File: src/rtl/dmem_req_queue_pkg.sv
// dmem_req_queue_pkg: shared types and defaults for the data-memory request queue
package dmem_req_queue_pkg;
  localparam int dmem_max_out_gp = 4;
  localparam int rd_size_gp = 5;
  typedef enum logic {CMD_IDLE, CMD_SENT} dmem_cmd_e;
  typedef struct packed {
    logic [rd_size_gp-1:0] rd;
    logic                  is_byte;
    logic [1:0]            byte_sel;
  } ld_tag_s;
endpackage

File: src/rtl/dmem_tag_fifo.sv
// dmem_tag_fifo: power-of-two depth tag FIFO with occupancy count; caller guards push/pop
module dmem_tag_fifo #(
  parameter int W = 8,
  parameter int DEPTH = 4
) (
  input  logic                   clk,
  input  logic                   n_reset,
  input  logic                   push,
  input  logic                   pop,
  input  logic [W-1:0]           din,
  output logic [W-1:0]           dout,
  output logic [$clog2(DEPTH):0] count
);
  localparam int PW = $clog2(DEPTH);
  logic [W-1:0] mem [DEPTH];
  logic [PW-1:0] rd_ptr, wr_ptr;
  assign dout = mem[rd_ptr];
  always_ff @(posedge clk or negedge n_reset)
    if (!n_reset) begin
      rd_ptr <= '0;
      wr_ptr <= '0;
      count  <= '0;
    end else begin
      if (push) wr_ptr <= wr_ptr + 1'b1;
      if (pop) rd_ptr <= rd_ptr + 1'b1;
      count <= count + (PW+1)'(push) - (PW+1)'(pop);
    end
  always_ff @(posedge clk)
    if (push) mem[wr_ptr] <= din;
endmodule

File: src/rtl/dmem_req_queue.sv
// dmem_req_queue: pipelined data-memory command issue with in-order load return tags
// Define DMEM_MISALIGN_TRAP_EN to drop misaligned word requests and flag err_o.
module dmem_req_queue
  import dmem_req_queue_pkg::*;
#(
  parameter int DATA_W  = 32,
  parameter int ADDR_W  = 12,
  parameter int RD_W    = 5,
  parameter int MAX_OUT = dmem_max_out_gp
) (
  input  logic              clk,
  input  logic              n_reset,
  input  logic              req_valid_i,
  output logic              req_ready_o,
  input  logic              req_wen_i,
  input  logic              req_byte_i,
  input  logic [ADDR_W-1:0] req_addr_i,
  input  logic [DATA_W-1:0] req_wdata_i,
  input  logic [RD_W-1:0]   req_rd_i,
  output logic              mem_valid_o,
  output logic              mem_wen_o,
  output logic              mem_byte_o,
  output logic [ADDR_W-1:0] mem_addr_o,
  output logic [DATA_W-1:0] mem_wdata_o,
  input  logic              mem_yumi_i,
  input  logic              mem_rvalid_i,
  input  logic [DATA_W-1:0] mem_rdata_i,
  output logic              mem_yumi_o,
  output logic              ld_valid_o,
  output logic [RD_W-1:0]   ld_rd_o,
  output logic [DATA_W-1:0] ld_data_o,
  output logic              busy_o,
  output logic              err_o
);
  localparam int TAG_W = RD_W + 3;
  localparam int CNT_W = $clog2(MAX_OUT) + 1;
  dmem_cmd_e state, state_n;
  logic [CNT_W-1:0] count;
  logic [TAG_W-1:0] head;
  logic [RD_W-1:0] head_rd;
  logic head_byte;
  logic [1:0] head_sel;
  logic full, empty, pop, push, acc, issue, trap;
  assign {head_rd, head_byte, head_sel} = head;
  assign full = count == CNT_W'(MAX_OUT);
  assign empty = count == '0;
`ifdef DMEM_MISALIGN_TRAP_EN
  assign trap = !req_byte_i & |req_addr_i[1:0];
`else
  assign trap = 1'b0;
`endif
  assign pop = mem_rvalid_i & !empty;
  assign mem_yumi_o = pop;
  // a full FIFO still takes a new load when a response frees a slot this cycle
  assign req_ready_o = (state == CMD_IDLE | mem_yumi_i) & !(!req_wen_i & !trap & full & !pop);
  assign acc = req_valid_i & req_ready_o;
  assign issue = acc & !trap;
  assign push = issue & !req_wen_i;
  assign mem_valid_o = state == CMD_SENT;
  assign busy_o = state != CMD_IDLE | !empty;
  always_comb state_n = issue ? CMD_SENT : (mem_yumi_i ? CMD_IDLE : state);
  dmem_tag_fifo #(.W(TAG_W), .DEPTH(MAX_OUT)) tags (
    .clk(clk),
    .n_reset(n_reset),
    .push(push),
    .pop(pop),
    .din({req_rd_i, req_byte_i, req_addr_i[1:0]}),
    .dout(head),
    .count(count)
  );
  always_ff @(posedge clk or negedge n_reset)
    if (!n_reset) begin
      state       <= CMD_IDLE;
      mem_wen_o   <= 1'b0;
      mem_byte_o  <= 1'b0;
      mem_addr_o  <= '0;
      mem_wdata_o <= '0;
      ld_valid_o  <= 1'b0;
      ld_rd_o     <= '0;
      ld_data_o   <= '0;
      err_o       <= 1'b0;
    end else begin
      state <= state_n;
      if (issue) begin
        mem_wen_o   <= req_wen_i;
        mem_byte_o  <= req_byte_i;
        mem_addr_o  <= req_byte_i ? req_addr_i : {req_addr_i[ADDR_W-1:2], 2'b00};
        mem_wdata_o <= req_byte_i ? {(DATA_W/8){req_wdata_i[7:0]}} : req_wdata_i;
      end
      ld_valid_o <= pop;
      if (pop) begin
        ld_rd_o   <= head_rd;
        ld_data_o <= head_byte ? {{(DATA_W-8){1'b0}}, mem_rdata_i[{head_sel, 3'b000} +: 8]} : mem_rdata_i;
      end
      if ((mem_rvalid_i & empty) | (acc & trap)) err_o <= 1'b1;
    end
endmodule

File: config.mk
export PLATFORM = sky130hd
export DESIGN_NAME = dmem_req_queue
export DESIGN_NICKNAME = d
export VERILOG_FILES = /design/src/rtl/dmem_req_queue_pkg.sv /design/src/rtl/dmem_tag_fifo.sv /design/src/rtl/dmem_req_queue.sv
export SDC_FILE = /design/constraint.sdc
export NUM_CORES = 1
export LEC_CHECK = 0
export ABC_AREA = 1
export CORE_UTILIZATION = 40
export DETAILED_ROUTE_END_ITERATION = 10
export DONT_BUFFER_PORTS = 1
export SLEW_MARGIN = 15
export SYNTH_ARGS = -nofsm -noshare
export SYNTH_HDL_FRONTEND = slang
export SYNTH_SLANG_ARGS = --single-unit
File: constraint.sdc
create_clock -name clk -period 2.7 [get_ports clk]
set_clock_uncertainty 0.2 [all_clocks]
set_input_delay 0.405 -clock clk [delete_from_list [all_inputs] [get_ports clk]]
set_output_delay 0.405 -clock clk [all_outputs]
set_load 0.1 [all_outputs]
==> flow_summary.ini, run 1 <==
[final_layout]
fillerInstances = 1271
diodes = 0
drive_above_1_share = 0.131
nNetsFinal = 779
multi_input_area_um2 = 2030
area_growth_syn_to_layout_pct = 21.1
register_area_um2 = 3290

[die]
ioPinCount = 177
initial_utilization = 0.414
chipHeight_um = 123
die_w_um = 123
rows = 43
fp.dieArea_um2 = 15000
coreArea_um2 = 14000

[placed_design]
gp_congestion = 0.767
port_buffers = 0
post-dp-hpwl_mm = 9.17

[setup_path]
cp-startpoint = tags.count[1]$_DFF_PN0_
r2r_slack_ps = 390
cp_slowest_cell = fa_1
required_ps = 2810
path_class = reg2reg
rr_startpoint = tags.count[1]$_DFF_PN0_
critPathMaxFanout = 3
path_cells = nor2_1 -> inv_1 -> o21ai_4 -> inv_1 -> ha_1 -> inv_1 -> ha_1 -> inv_1 -> fa_1 -> inv_1
arrival_ps = 2420
rr_worst_depth = 10
crit_top_cell = inv_1
critPathMaxStageDelay_ps = 480
r2r_end = tags.count[1]$_DFF_PN0_
critPathCaptureType = flip-flop
start_kind = flip-flop

[flow_run]
drv_cap = 0

[logic_synthesis]
synth_top_cell_by_area = dfrtp_1
yosys_warnings = 0
synth_area_um2 = 5810
synth_cell_types = 33
avgSynthCellArea_um2 = 9.24
yosys-top-cells-area = dfrtp_1 (40%), edfxtp_1 (17%), nand2_1 (14%)
synth_edf_count = 32
synth_top_area_share = 0.400
synthArstFlopShare = 0.744
synth_cells = 629
synth_seq_area_share = 0.566
synthFlopType = dfrtp_1
syn_nets = 724
synth_seq_cells = 125

[drt]
drc = 0
routed_wl_mm = 14.2
via_per_inst = 4.95
dr.pass1.iters = 4
vias = 4342
postRouteAntennaNets = 0
drtIter0Drc = 379
wl_per_cell_um = 16.2

[sta]
drv_slew = 0
hold_viol = 93
tightest_slew_ps = 949
setup_viol = 0
rsz0062_at_grt = false
tns_ps = 0
fin_crit_ps = 2310
clock.fmax_mhz = 433
fin_crit_sh = 0.856
hold-worst-slack_ps = -515
slew_headroom = 0.367

[clocking]
htree_levels = 4
cts_buffers = 17
clk_path_buf_depth = 2
post_cts_resized = 0
postCtsSetupBuffers = 0
root_buffer = clkbuf_16
clk_pin_slew_ps = 60
tritoncts = built
holdBufCountCts = 51
clock_latency_ps = 420
cts_sinks = 125

[global_route]
grt_first_pass_wirelength_mm = 22.1
grt_max_degree = 94
grt_pass1_vias = 4342
grt_usage = 0.196
antenna_found_initial = 0
grt.overflow.total = 0

[outcome]
status = finished, violations left
violations = negative hold slack

[min_path]
hp-class = in2async
==> per-stage QoR <==
| step | std cells | worst slack (ps) | area (µm²) | utilization |
|---|---|---|---|---|
| floorplan | 629 | 97.9 | 5810 | - |
| global placement | 794 | 548 | 5950 | 0.424 |
| detailed placement | 794 | 433 | 5950 | 0.424 |
| CTS | 877 | 382 | 7040 | 0.501 |
| global route | 877 | 279 | 7040 | 0.501 |
| finish | 877 | 388 | 7040 | 0.501 |
==> per-layer routing <==
metal	track usage	part of all wire	vias to the layer above
met3	0.0706	0.075	14
met2	0.325	0.49	169
met1	0.235	0.42	2053
li1	-	-	2106
met4	0.0663	0.011	0
met5	0	0	-
==> registers in the layout, summed over array words and instances, names as in the netlist <==
| signal | count |
|---|---|
| mem_addr_o | 12 |
| tags.wr_ptr | 2 |
| mem_wen_o | 1 |
| tags.mem | 32 |
| ld_data_o | 32 |
| mem_valid_o | 1 |
| tags.rd_ptr | 2 |
| mem_byte_o | 1 |
| mem_wdata_o | 32 |
| ld_rd_o | 5 |
| ld_valid_o | 1 |
| tags.count | 3 |
| err_o | 1 |
==> kinds of logic (layout without fill, tap and decap cells) <==
| logic type | Yosys count | in the layout | synth area share |
|---|---|---|---|
| simple gates | 311 | 311 | 0.227 |
| compound gates | 76 | 76 | 0.0971 |
| fa+ha+maj | 7 | 7 | 0.0164 |
| flops | 125 | 125 | 0.566 |
| buf+inv | 106 | 174 | 0.0878 |
| xor+xnor | 4 | 4 | 0.00603 |
==> synth_stat cells, types with 6 or more instances <==
master and instances:
a21oi_1 8, buf_2 12, buf_4 6, buf_6 7, dfrtp_1 93, edfxtp_1 32
ha_1 6, inv_1 69, nand2_1 216, nand3_1 43, nor2_1 35, o21ai_0 37
o31ai_2 23
==> placed cells by master, fill, tap and decap left out, types with 2 or more instances in the layout <==
cell,count
nand2_1,216
dfrtp_1,92
inv_1,69
dlygate4sd3_1,51
nand3_1,43
o21ai_0,37
nor2_1,35
edfxtp_1,32
o31ai_2,23
clkbuf_16,17
buf_4,16
a21oi_1,8
ha_1,6
clkbuf_8,6
nand2_4,5
a31oi_1,5
nand2_2,5
inv_2,4
clkinv_2,4
clkbuf_1,3
xnor2_1,2
xor2_1,2
nand3_2,2
nand3_4,2
==> critical path: cells and delay by family (launching register included) <==
kind	cells	cell delay (ps)
flip-flops	1	430
buffers and inverters	5	340
AND/OR/NAND/NOR	1	170
AO/OA/AOI/OAI	1	130
adder cells (fa/ha/maj)	3	930
==> worst max-delay path by stage <==
| stage | endpoint | slack [ps] |
|---|---|---|
| after floorplan | tags.mem[0][0]$_DFFE_PP_ | 100 |
| after global routing | tags.count[2]$_DFF_PN0_ | 280 |
| final | tags.count[1]$_DFF_PN0_ | 390 |
| after detailed placement | tags.count[1]$_DFF_PN0_ | 430 |
| after CTS | tags.count[1]$_DFF_PN0_ | 380 |
| after global placement | tags.count[1]$_DFF_PN0_ | 550 |
==> layout make-up <==
class,count,area share
clock inverters,6,0.00818
multi-input cells,398,0.288
inverters,75,0.0411
clock buffers,26,0.0738
well taps,180,0.0320
flip-flops and latches,125,0.467
repair buffers,67,0.0896
Power of run 1 is not shown: default switching activity piles up to over one toggle a cycle in this logic, so the estimate is an artifact.
==> run 2, diff against run 1 <==
Settings changed: ABC_AREA 1 to default.
==> flow_summary.ini, run 2 <==
[outcome]
status = finished, violations left
violations = negative hold slack

[placed_design]
post-dp-hpwl_mm = 7.84
port_buffers = 0
gp_congestion = 0.792

[flow_run]
drv_cap = 0

[clocking]
cts_sinks = 125
postCtsSetupBuffers = 0
tritoncts = built
clk_pin_slew_ps = 50
root_buffer = clkbuf_16
post_cts_resized = 0
htree_levels = 4
cts_buffers = 17
clk_path_buf_depth = 2
clock_latency_ps = 410
holdBufCountCts = 75

[sta]
fin_crit_ps = 2500
setup_viol = 0
clock.fmax_mhz = 401
hold-worst-slack_ps = -509
tns_ps = 0
tightest_slew_ps = 945
rsz0062_at_grt = false
slew_headroom = 0.370
drv_slew = 0
fin_crit_sh = 0.924
hold_viol = 93

[logic_synthesis]
syn_nets = 528
synth_seq_cells = 125
synth_edf_count = 32
synth_cell_types = 34
synth_top_cell_by_area = dfrtp_1
synth_seq_area_share = 0.604
avgSynthCellArea_um2 = 12.6
synth_cells = 433
synthArstFlopShare = 0.744
yosys-top-cells-area = dfrtp_1 (43%), edfxtp_1 (18%), mux2i_1 (7.7%)
synth_top_cells_by_count = nand2_1 (94), dfrtp_1 (93), mux2i_1 (42)
yosys_warnings = 0
synth_top_area_share = 0.428
synthFlopType = dfrtp_1
synth.most_common_cell = nand2_1
synth_area_um2 = 5440

[setup_path]
critPathCaptureType = output pin
path_class = reg2out
rr_worst_depth = 10
critPathMaxStageDelay_ps = 620
start_kind = flip-flop
worst-path-buf-inv = 1
cp_slowest_cell = or4b_1
path_delay_family = simple AND/OR/NAND/NOR gates
critPathMaxFanout = 4
r2r_end = tags.count[2]$_DFF_PN0_
rr_startpoint = tags.count[1]$_DFF_PN0_
arrival_ps = 1890
path_cells = or4b_1 -> o21a_1 -> buf_4
r2r_slack_ps = 310
required_ps = 2100

[drt]
vias = 3594
postRouteAntennaNets = 0
via_per_inst = 5.13
wl_per_cell_um = 17.8
routed_wl_mm = 12.4
dr.pass1.iters = 4
drtIter0Drc = 162
drc = 0

[global_route]
grt_pass1_vias = 3744
grt.overflow.total = 0
grt_usage = 0.189
grt_first_pass_wirelength_mm = 20.1
antenna_found_initial = 0
grt_max_degree = 94

[final_layout]
final_common_cell = nand2_1
drive_above_1_share = 0.153
final_cell_mix = nand2_1 (94), dfrtp_1 (93), dlygate4sd3_1 (75)
diodes = 0
nNetsFinal = 606
fin_util = 0.521
top_regs = ld_data_o: 32 flops, mem_wdata_o: 32 flops, tags.mem: 32 flops
area_growth_syn_to_layout_pct = 26.8

[die]
die_w_um = 119
chipHeight_um = 119
fp.dieArea_um2 = 14100
initial_utilization = 0.411
rows = 42
coreArea_um2 = 13200
ioPinCount = 177

[min_path]
hp-class = in2async
## run 2: cell families (layout without fill, tap and decap cells)
kind of cell               after synthesis  in the layout  share of synthesized area
buffers and inverters                   34            125                     0.0407
DFF                                    125            125                      0.604
adders and majority gates                7              7                     0.0175
xor gates and xnor gates                 5              5                    0.00805
and+or+nand+nor                        137            137                      0.106
muxes                                   72             72                      0.161
AOI/OAI and AO/OA                       53             53                     0.0630
## run 2: area by class of cell
| type | instances | area, µm² |
|---|---|---|
| multi-input cells | 274 | 1940 |
| flip-flops and latches | 125 | 3290 |
| repair buffers | 86 | 833 |
| well taps | 176 | 220 |
| clock inverters | 6 | 83.8 |
| inverters | 7 | 26.3 |
| fillers | 1127 | 6340 |
| clock buffers | 26 | 509 |
## run 2: metal layers
layer	wire [µm]	global-route usage
met3	925	0.0685
met4	375	0.0989
met5	0	0
met2	6130	0.308
met1	5010	0.218
## run 2: how the worst max path moves through the flow
stage                             from                         end  slack (ps)  cells past startpoint
3_3_place_gp   tags.count[1]$_DFF_PN0_  mem_addr_o[10]$_DFFE_PN0N_         390                      4
2_1_floorplan  tags.count[1]$_DFF_PN0_     tags.count[2]$_DFF_PN0_          60                     11
4_1_cts        tags.count[1]$_DFF_PN0_                 req_ready_o         170                      3
6_report       tags.count[1]$_DFF_PN0_                 req_ready_o         200                      3
3_5_place_dp   tags.count[1]$_DFF_PN0_     tags.count[2]$_DFF_PN0_         310                     10
5_1_grt        tags.count[1]$_DFF_PN0_     tags.count[2]$_DFF_PN0_         140                     10
## run 2: worst reg2reg max path, cell delays in order, from the launching register on
cell	delay, ps
dfrtp_1	420
nor3_1	230
nand2b_1	170
inv_2	40
ha_1	280
inv_1	70
ha_1	150
inv_1	50
fa_1	370
xnor2_1	180
xnor2_1	140
## run 2: per-stage QoR
step	area [µm²]	instances	hold slack (ps)	setup WS, ps
finish	6900	700	-509	204
floorplan	5450	433	-90.6	60.9
CTS	6900	700	-535	174
global route	6900	700	-539	135
detailed placement	5560	593	-88.8	314
global placement	5560	593	-88.8	386
Power of run 2 is left out for the same reason.
==> run 3, diff against run 2 <==
Settings changed: GPL_TIMING_DRIVEN from default to 1, RECOVER_POWER from default to 50.
==> flow_summary.ini, run 3 (synthesis gave the netlist of run 2 again) <==
[clocking]
cts_buffers = 17
holdBufCountCts = 75
tritoncts = built
root_buffer = clkbuf_16
cts_sinks = 125
clock_latency_ps = 410
postCtsSetupBuffers = 0
htree_levels = 4
clk_path_buf_depth = 2
clk_pin_slew_ps = 50

[flow_run]
drv_cap = 0

[sta]
drv_slew = 0
setup_viol = 0
slew_headroom = 0.374
hold-worst-slack_ps = -509
clock.fmax_mhz = 405
rsz0062_at_grt = false
tightest_slew_ps = 939
tns_ps = 0
fin_crit_sh = 0.915
fin_crit_ps = 2470
hold_viol = 93

[final_layout]
fin_util = 0.520
final_common_cell = nand2_1
area_growth_syn_to_layout_pct = 26.5
diodes = 0
top_regs = ld_data_o: 32 flops, mem_wdata_o: 32 flops, tags.mem: 32 flops
drive_above_1_share = 0.151
nNetsFinal = 606
final_cell_mix = nand2_1 (94), dfrtp_1 (93), dlygate4sd3_1 (75)

[placed_design]
gp_congestion = 0.792
post-dp-hpwl_mm = 7.84
port_buffers = 0

[global_route]
grt_pass1_vias = 3744
antenna_found_initial = 0
grt_max_degree = 94
grt_usage = 0.189
grt.overflow.total = 0
grt_first_pass_wirelength_mm = 20.1

[drt]
routed_wl_mm = 12.5
via_per_inst = 5.12
dr.pass1.iters = 4
vias = 3586
wl_per_cell_um = 17.8
postRouteAntennaNets = 0
drtIter0Drc = 167
drc = 0

[die]
coreArea_um2 = 13200
fp.dieArea_um2 = 14100
die_w_um = 119
initial_utilization = 0.411
chipHeight_um = 119
rows = 42
ioPinCount = 177

[setup_path]
cp-startpoint = tags.count[1]$_DFF_PN0_
r2r_end = mem_addr_o[9]$_DFFE_PN0N_
path_class = reg2reg
arrival_ps = 2550
rr_startpoint = tags.count[1]$_DFF_PN0_
required_ps = 2780
start_kind = flip-flop
critPathCaptureType = flip-flop
cp-endpoint = mem_addr_o[9]$_DFFE_PN0N_
rr_worst_depth = 4
r2r_slack_ps = 230
critPathMaxFanout = 38

[outcome]
violations = negative hold slack
status = finished, violations left

[min_path]
hp-class = in2async
## run 3: final cells by class
cell class,count,area [µm²]
Multi-Input combinational cell,274,1930
Sequential cell,125,3290
Clock inverter,6,83.8
Fill cell,1129,6360
Tap cell,176,220
Inverter,7,26.3
Clock buffer,26,509
Timing Repair Buffer,86,831
## run 3: how the worst min path moves through the flow
stage | from | depth (start not counted) | endpoint | slack (ps)
floorplan | n_reset | 0 | err_o$_DFFE_PN0P_ | -90
global placement | n_reset | 0 | ld_data_o[21]$_DFFE_PN0P_ | -90
detailed placement | n_reset | 0 | ld_data_o[21]$_DFFE_PN0P_ | -90
CTS | n_reset | 0 | ld_data_o[12]$_DFFE_PN0P_ | -540
global route | n_reset | 0 | ld_data_o[21]$_DFFE_PN0P_ | -540
finish | n_reset | 0 | ld_data_o[21]$_DFFE_PN0P_ | -510
## run 3: per-stage QoR
step | cells | hold slack (ps) | setup slack, ps | instance area (µm²)
3_3_place_gp | 593 | -88.8 | 386 | 5560
2_1_floorplan | 433 | -90.6 | 60.9 | 5450
6_report | 700 | -509 | 231 | 6880
5_1_grt | 700 | -539 | 72.4 | 6880
3_5_place_dp | 593 | -88.8 | 314 | 5560
4_1_cts | 700 | -535 | 174 | 6900
## run 3: metal layers
metal,GRT usage,up-vias,wire [µm]
met1,0.218,1747,5060
met4,0.0989,0,335
met5,0,-,0
li1,-,1667,-
met3,0.0685,29,914
met2,0.308,143,6180
## run 3: critical path, stage by stage (launching register included)
cell,delay [ps]
dfrtp_1,420
or4b_1,590
o211ai_1,300
buf_4,420
mux2_2,390
## run 3: what timing repair did
| item | CTS | global route |
|---|---|---|
| resized for setup | 0 | 0 |
| endpoints found under the setup margin | 0 | 0 |
| hold endpoints to repair | 193 | 93 |
Power of run 3 is left out for the same reason.
